<file path="src/rtl/ram_port_arbiter.sv">
// ram_port_arbiter
// Shares one single-port RAM between two requesters: A (UART side) and B (sign side).
// Ownership goes round-robin on contention, and every hand-over passes through an
// idle bubble. A contended grant is pre-empted after MAX_BURST accesses unless the
// holder asserts its lock. Reads are tagged with the issuer. Exactly one cycle later
// that issuer sees rvalid.
//
// Ports
//   sys_clk, sys_rst_n          : clock, async active-low reset
//   a_req/a_lock/a_we/a_addr/a_wdata : requester A access request
//   a_gnt/a_rvalid/a_rdata      : requester A grant and read return
//   b_*                         : same set for requester B
//   ram_en/ram_we/ram_addr/ram_din : RAM drive
//   ram_dout                    : RAM read data (1-cycle latency)
//   busy                        : any grant held
//   owner                       : last/current owner (0=A, 1=B)
module ram_port_arbiter #(
    parameter int unsigned ADDR_W    = 15,
    parameter int unsigned DATA_W    = 8,
    parameter int unsigned MAX_BURST = 64
) (
    input  logic              sys_clk,
    input  logic              sys_rst_n,
    input  logic              a_req,
    input  logic              a_lock,
    input  logic              a_we,
    input  logic [ADDR_W-1:0] a_addr,
    input  logic [DATA_W-1:0] a_wdata,
    output logic              a_gnt,
    output logic              a_rvalid,
    output logic [DATA_W-1:0] a_rdata,
    input  logic              b_req,
    input  logic              b_lock,
    input  logic              b_we,
    input  logic [ADDR_W-1:0] b_addr,
    input  logic [DATA_W-1:0] b_wdata,
    output logic              b_gnt,
    output logic              b_rvalid,
    output logic [DATA_W-1:0] b_rdata,
    output logic              ram_en,
    output logic              ram_we,
    output logic [ADDR_W-1:0] ram_addr,
    output logic [DATA_W-1:0] ram_din,
    input  logic [DATA_W-1:0] ram_dout,
    output logic              busy,
    output logic              owner
);

    typedef enum logic [1:0] {StIdle, StGntA, StGntB} state_e;

    localparam logic [7:0] MaxCnt = 8'(MAX_BURST);

    state_e      r_state, w_state_nxt;
    logic        r_owner, w_owner_nxt;
    logic [7:0]  r_cnt, w_cnt_nxt, w_cnt_inc;
    logic        r_rd_pend, r_rd_tag;

    logic              w_sel_b, w_granted, w_access, w_limit;
    logic              w_req, w_lock, w_we, w_other_req;
    logic [ADDR_W-1:0] w_addr;
    logic [DATA_W-1:0] w_wdata;

    // Mux the current holder's request onto a common set of signals.
    assign w_sel_b     = (r_state == StGntB);
    assign w_granted   = (r_state != StIdle);
    assign w_req       = w_sel_b ? b_req   : a_req;
    assign w_lock      = w_sel_b ? b_lock  : a_lock;
    assign w_we        = w_sel_b ? b_we    : a_we;
    assign w_addr      = w_sel_b ? b_addr  : a_addr;
    assign w_wdata     = w_sel_b ? b_wdata : a_wdata;
    assign w_other_req = w_sel_b ? a_req   : b_req;
    assign w_access    = w_granted & w_req;

    // The limit counts the access issued this cycle. A pre-empted holder therefore
    // gets exactly MAX_BURST accesses before the bubble.
    assign w_cnt_inc = (w_access && (r_cnt != MaxCnt)) ? r_cnt + 8'd1 : r_cnt;
    assign w_limit   = (w_cnt_inc == MaxCnt);

    always_comb begin
        w_state_nxt = r_state;
        w_owner_nxt = r_owner;
        w_cnt_nxt   = w_cnt_inc;
        unique case (r_state)
            StIdle: begin
                if (a_req && b_req) begin
                    w_state_nxt = r_owner ? StGntA : StGntB;
                end else if (a_req) begin
                    w_state_nxt = StGntA;
                end else if (b_req) begin
                    w_state_nxt = StGntB;
                end
                if (a_req || b_req) begin
                    w_owner_nxt = (w_state_nxt == StGntB);
                    w_cnt_nxt   = 8'd0;
                end
            end
            StGntA, StGntB: begin
                if (!w_lock && (!w_req || (w_limit && w_other_req))) begin
                    w_state_nxt = StIdle;
                end
            end
            default: w_state_nxt = StIdle;
        endcase
    end

    always_ff @(posedge sys_clk or negedge sys_rst_n) begin
        if (!sys_rst_n) begin
            r_state   <= StIdle;
            r_owner   <= 1'b1;
            r_cnt     <= 8'd0;
            r_rd_pend <= 1'b0;
            r_rd_tag  <= 1'b0;
        end else begin
            r_state   <= w_state_nxt;
            r_owner   <= w_owner_nxt;
            r_cnt     <= w_cnt_nxt;
            r_rd_pend <= w_access & ~w_we;
            r_rd_tag  <= w_sel_b;
        end
    end

    assign a_gnt    = (r_state == StGntA);
    assign b_gnt    = w_sel_b;
    assign busy     = w_granted;
    assign owner    = r_owner;

    assign ram_en   = w_access;
    assign ram_we   = w_access & w_we;
    assign ram_addr = w_granted ? w_addr  : '0;
    assign ram_din  = w_granted ? w_wdata : '0;

    assign a_rvalid = r_rd_pend & ~r_rd_tag;
    assign b_rvalid = r_rd_pend &  r_rd_tag;
    assign a_rdata  = ram_dout;
    assign b_rdata  = ram_dout;

endmodule

</file>
<file path="config.mk">
export PLATFORM = sky130hd
export DESIGN_NAME = ram_port_arbiter
export DESIGN_NICKNAME = d
export VERILOG_FILES = /design/src/rtl/ram_port_arbiter.sv
export SDC_FILE = /design/constraint.sdc
export NUM_CORES = 1
export LEC_CHECK = 0
export ABC_AREA = 1
export BUFFER_PORTS_ARGS = -buffer_cell sky130_fd_sc_hd__clkbuf_2
export CORE_ASPECT_RATIO = 0.5
export CORE_UTILIZATION = 40
export CTS_CLUSTER_DIAMETER = 50
export CTS_CLUSTER_SIZE = 40
export DETAILED_ROUTE_END_ITERATION = 6
export PLACE_DENSITY = 0.8
export SLEW_MARGIN = 20
export SYNTH_ARGS = -nofsm -noshare
export SYNTH_HDL_FRONTEND = slang
export SYNTH_SLANG_ARGS = --single-unit
</file>
<file path="constraint.sdc">
create_clock -name sys_clk -period 2.2 [get_ports sys_clk]
set_input_delay 0.44 -clock sys_clk [delete_from_list [all_inputs] [get_ports sys_clk]]
set_output_delay 0.44 -clock sys_clk [all_outputs]
set_load 0.05 [all_outputs]
</file>
==> flow_summary.ini <==
[yosys]
synth_edf_count = 0
ys_top_cells_by_area = dfrtp_1 (21%), nor2_1 (18%), nand2_1 (12%)
synth_compound_area_share_pct = 11.3
ys_seq_area_share_pct = 22.8
syn_nets = 307
synthXorXnorAreaFrac_pct = 0.610
yosysTopAreaCell = dfrtp_1
synth_top_family_by_area = simple AND/OR/NAND/NOR gates
synthAdderAreaFrac_pct = 4.36
ys.flop_type = dfrtp_1
yosys_warnings = 0
muxShareOfSynthArea_pct = 1.48
async_flop_share_pct = 100
synth_cell_types = 26
syn_area_sq_um = 1440
syn_avg_cell_area_sq_um = 5.98
synthSimpleGateAreaFrac_pct = 41.4
ys_ff_latch = 13
synth.top_cell.area_share_pct = 20.9
synthCells = 240

[place]
io_buffers = 84
dp_hpwl_mm = 3.14
placedCellCount = 352
place_area_sq_um = 1940
globalplace.congestion = 0.888
place_worst_setup_slack_ns = 0.0758

[cts]
cts_tree = yes
clkTransAtPathRegs_ns = 0.06
cts-root-buf = clkbuf_8
clockBufferDepth = 2
clock-sinks = 13
hold_buffers = 0
clk_latency_ns = 0.24
cts_buffers = 3
htree_levels = 1

[detailed_routing]
drt-initial-drc-count = 67
totalWireLength_mm = 3.98
vias = 1709
drtAntennaViolNets = 0
first_pass_iters = 4
avgViaCountPerCell = 4.77
drc = 0
wire_per_inst_microns = 11.1

[pwr]
p_total_mw = 2.94
power.leakage_nw = 1.11
powerDensity_nw_per_um2 = 1420
peakVddDrop_uv = 994

[finish]
nets = 378
insertedDiodeCount = 0
drive_gt1_share_pct = 43.2
postLayoutCellArea_sq_um = 2060
fin_cells = 358
syn_to_final_growth_pct = 43.9

[global_route]
grtUsageTotal_pct = 20.9
grt-ovfl-total = 0
grt_max_degree = 29
antenna_found_initial = 0
grt_pass1_vias = 1547
grt_pass1_wl_mm = 6.35

[timing]
max_freq_ghz = 0.467
setup_viol = 0
hold_ws_ns = 0.0855
finalCritPeriodShare_pct = 97.3
hold_violations = 0
finalCriticalPeriod_ns = 2.14
rsz0062_at_grt = yes
slew_headroom_pct = 74.0
tightestPinTransition_ns = 0.385
skew_ns = 0.000720
drv_slew = 0
fin_ws_ns = 0.0599

[die]
fp.dieW_microns = 86.7
die_height_microns = 44.4
dieArea_sq_um = 3850
num_rows = 14
start_util_pct = 44.8
coreArea_sq_um = 3210
io_pins = 109

[worst_setup_path]
worstSetupEndpointType = output port
worstSetupPathType = flip-flop to output port
worst-endpoint-arrival_ns = 1.70
r2r_setup_slack_ns = 0.14
r2r_cells = 15
start_kind = flip-flop
crit_required_ns = 1.76
critPathMaxFanout = 13

[min_path]
min_path_type = input pin to asynchronous set/reset pin

[status]
status = finished, final reports clean

[run]
cap_viol_max_count = 0
==> cell families after synthesis <==
kind of cell,after synthesis
AO/OA/AOI/OAI,32
AND/OR/NAND/NOR,140
buffers and inverters,47
multiplexers,2
flip-flops,13
adder cells (fa/ha/maj),5
XOR/XNOR,1
==> cell usage after synthesis, drive strengths merged, types with 2 or more instances <==
cell    count
o21ai      26
clkbuf      6
nand2      54
nand3      12
nand4       2
nor2       70
buf        18
a21oi       5
ha          5
dfrtp      12
inv        22
==> layout make-up <==
cell class	instances	area, sq um
fill	313	1140
inverter	23	98.8
sequential	13	327
clock buffer	4	45.0
timing repair inverter	1	5.00
timing repair buffer	89	505
tap	48	60.1
multi-input combinational	180	1020
==> layout by cell type (no fill, tap or decap) <==
cell type and count:
nor2_1 47, clkbuf_8 3, nand3_1 11, mux2i_1 1, ha_1 3, clkbuf_1 1, nand2_2 5, mux2_2 1
ha_4 1, buf_4 3, nand2_4 2, a211oi_1 1, xor2_1 1, o21ai_0 25, nand3_4 1, a21oi_1 5
o21ai_2 1, clkbuf_2 60, inv_2 2, dfrtp_1 12, buf_2 5, buf_1 1, dfstp_2 1, ha_2 1
inv_4 1, nand4_1 2, buf_6 1, inv_1 18, nand3b_1 1, clkinv_2 1, clkinv_4 2, nor2_4 20
clkbuf_4 19, nor2_2 3, nand2_1 47, or2_2 1
==> flip-flops by register name, summed over array words and instances (netlist names) <==
name and count:
r_cnt 8, r_state 2, owner 1, r_rd_pend 1
r_rd_tag 1
==> repair_timing <==
item,CTS,global route
buffers inserted,1,0
gates resized for setup,4,47
setup endpoints to repair,24,27
cloned,0,1
==> worst max-delay path, cell delays in order, from the launching register on <==
cell      delay (ns)
dfrtp_1         0.41
inv_2           0.08
ha_4            0.19
buf_4           0.18
o21ai_0         0.35
nor2_4          0.03
clkbuf_4        0.21
==> routing by layer <==
layer / wire, microns / vias to the layer above / GRT usage [%]
li1: - / 879 / -
met1: 1670 / 761 / 24.9
met2: 2060 / 60 / 37.3
met3: 189 / 9 / 3.54
met4: 57 / 0 / 10.7
met5: 0 / - / 0
==> metrics by stage <==
step / setup TNS (ns) / util [%]
after CTS: 0 / 62.5
final: 0 / 64.4
after global placement: 0 / 60.4
after detailed placement: 0 / 60.4
after global routing: -0.0843 / 64.4
after floorplan: 0 / -
==> path summary, 6_finish.rpt <==
path                       startpoint    endpoint
setup / recovery           r_state[0]  ram_din[5]
hold / removal              sys_rst_n    r_cnt[2]
setup reg to reg           r_state[1]  r_state[1]
hold reg to reg            r_state[0]  r_state[0]
max in group asynchronous   sys_rst_n       owner
min in group sys_clk             a_we   r_rd_pend
==> power by group <==
group          leakage [nW]  switching, mW  internal (mW)  total (mW)
clock network        0.0228         0.0856          0.128       0.213
registers             0.173         0.0634          0.310       0.373
logic                 0.915           1.69          0.664        2.35
(Power assumes the default switching activity.)
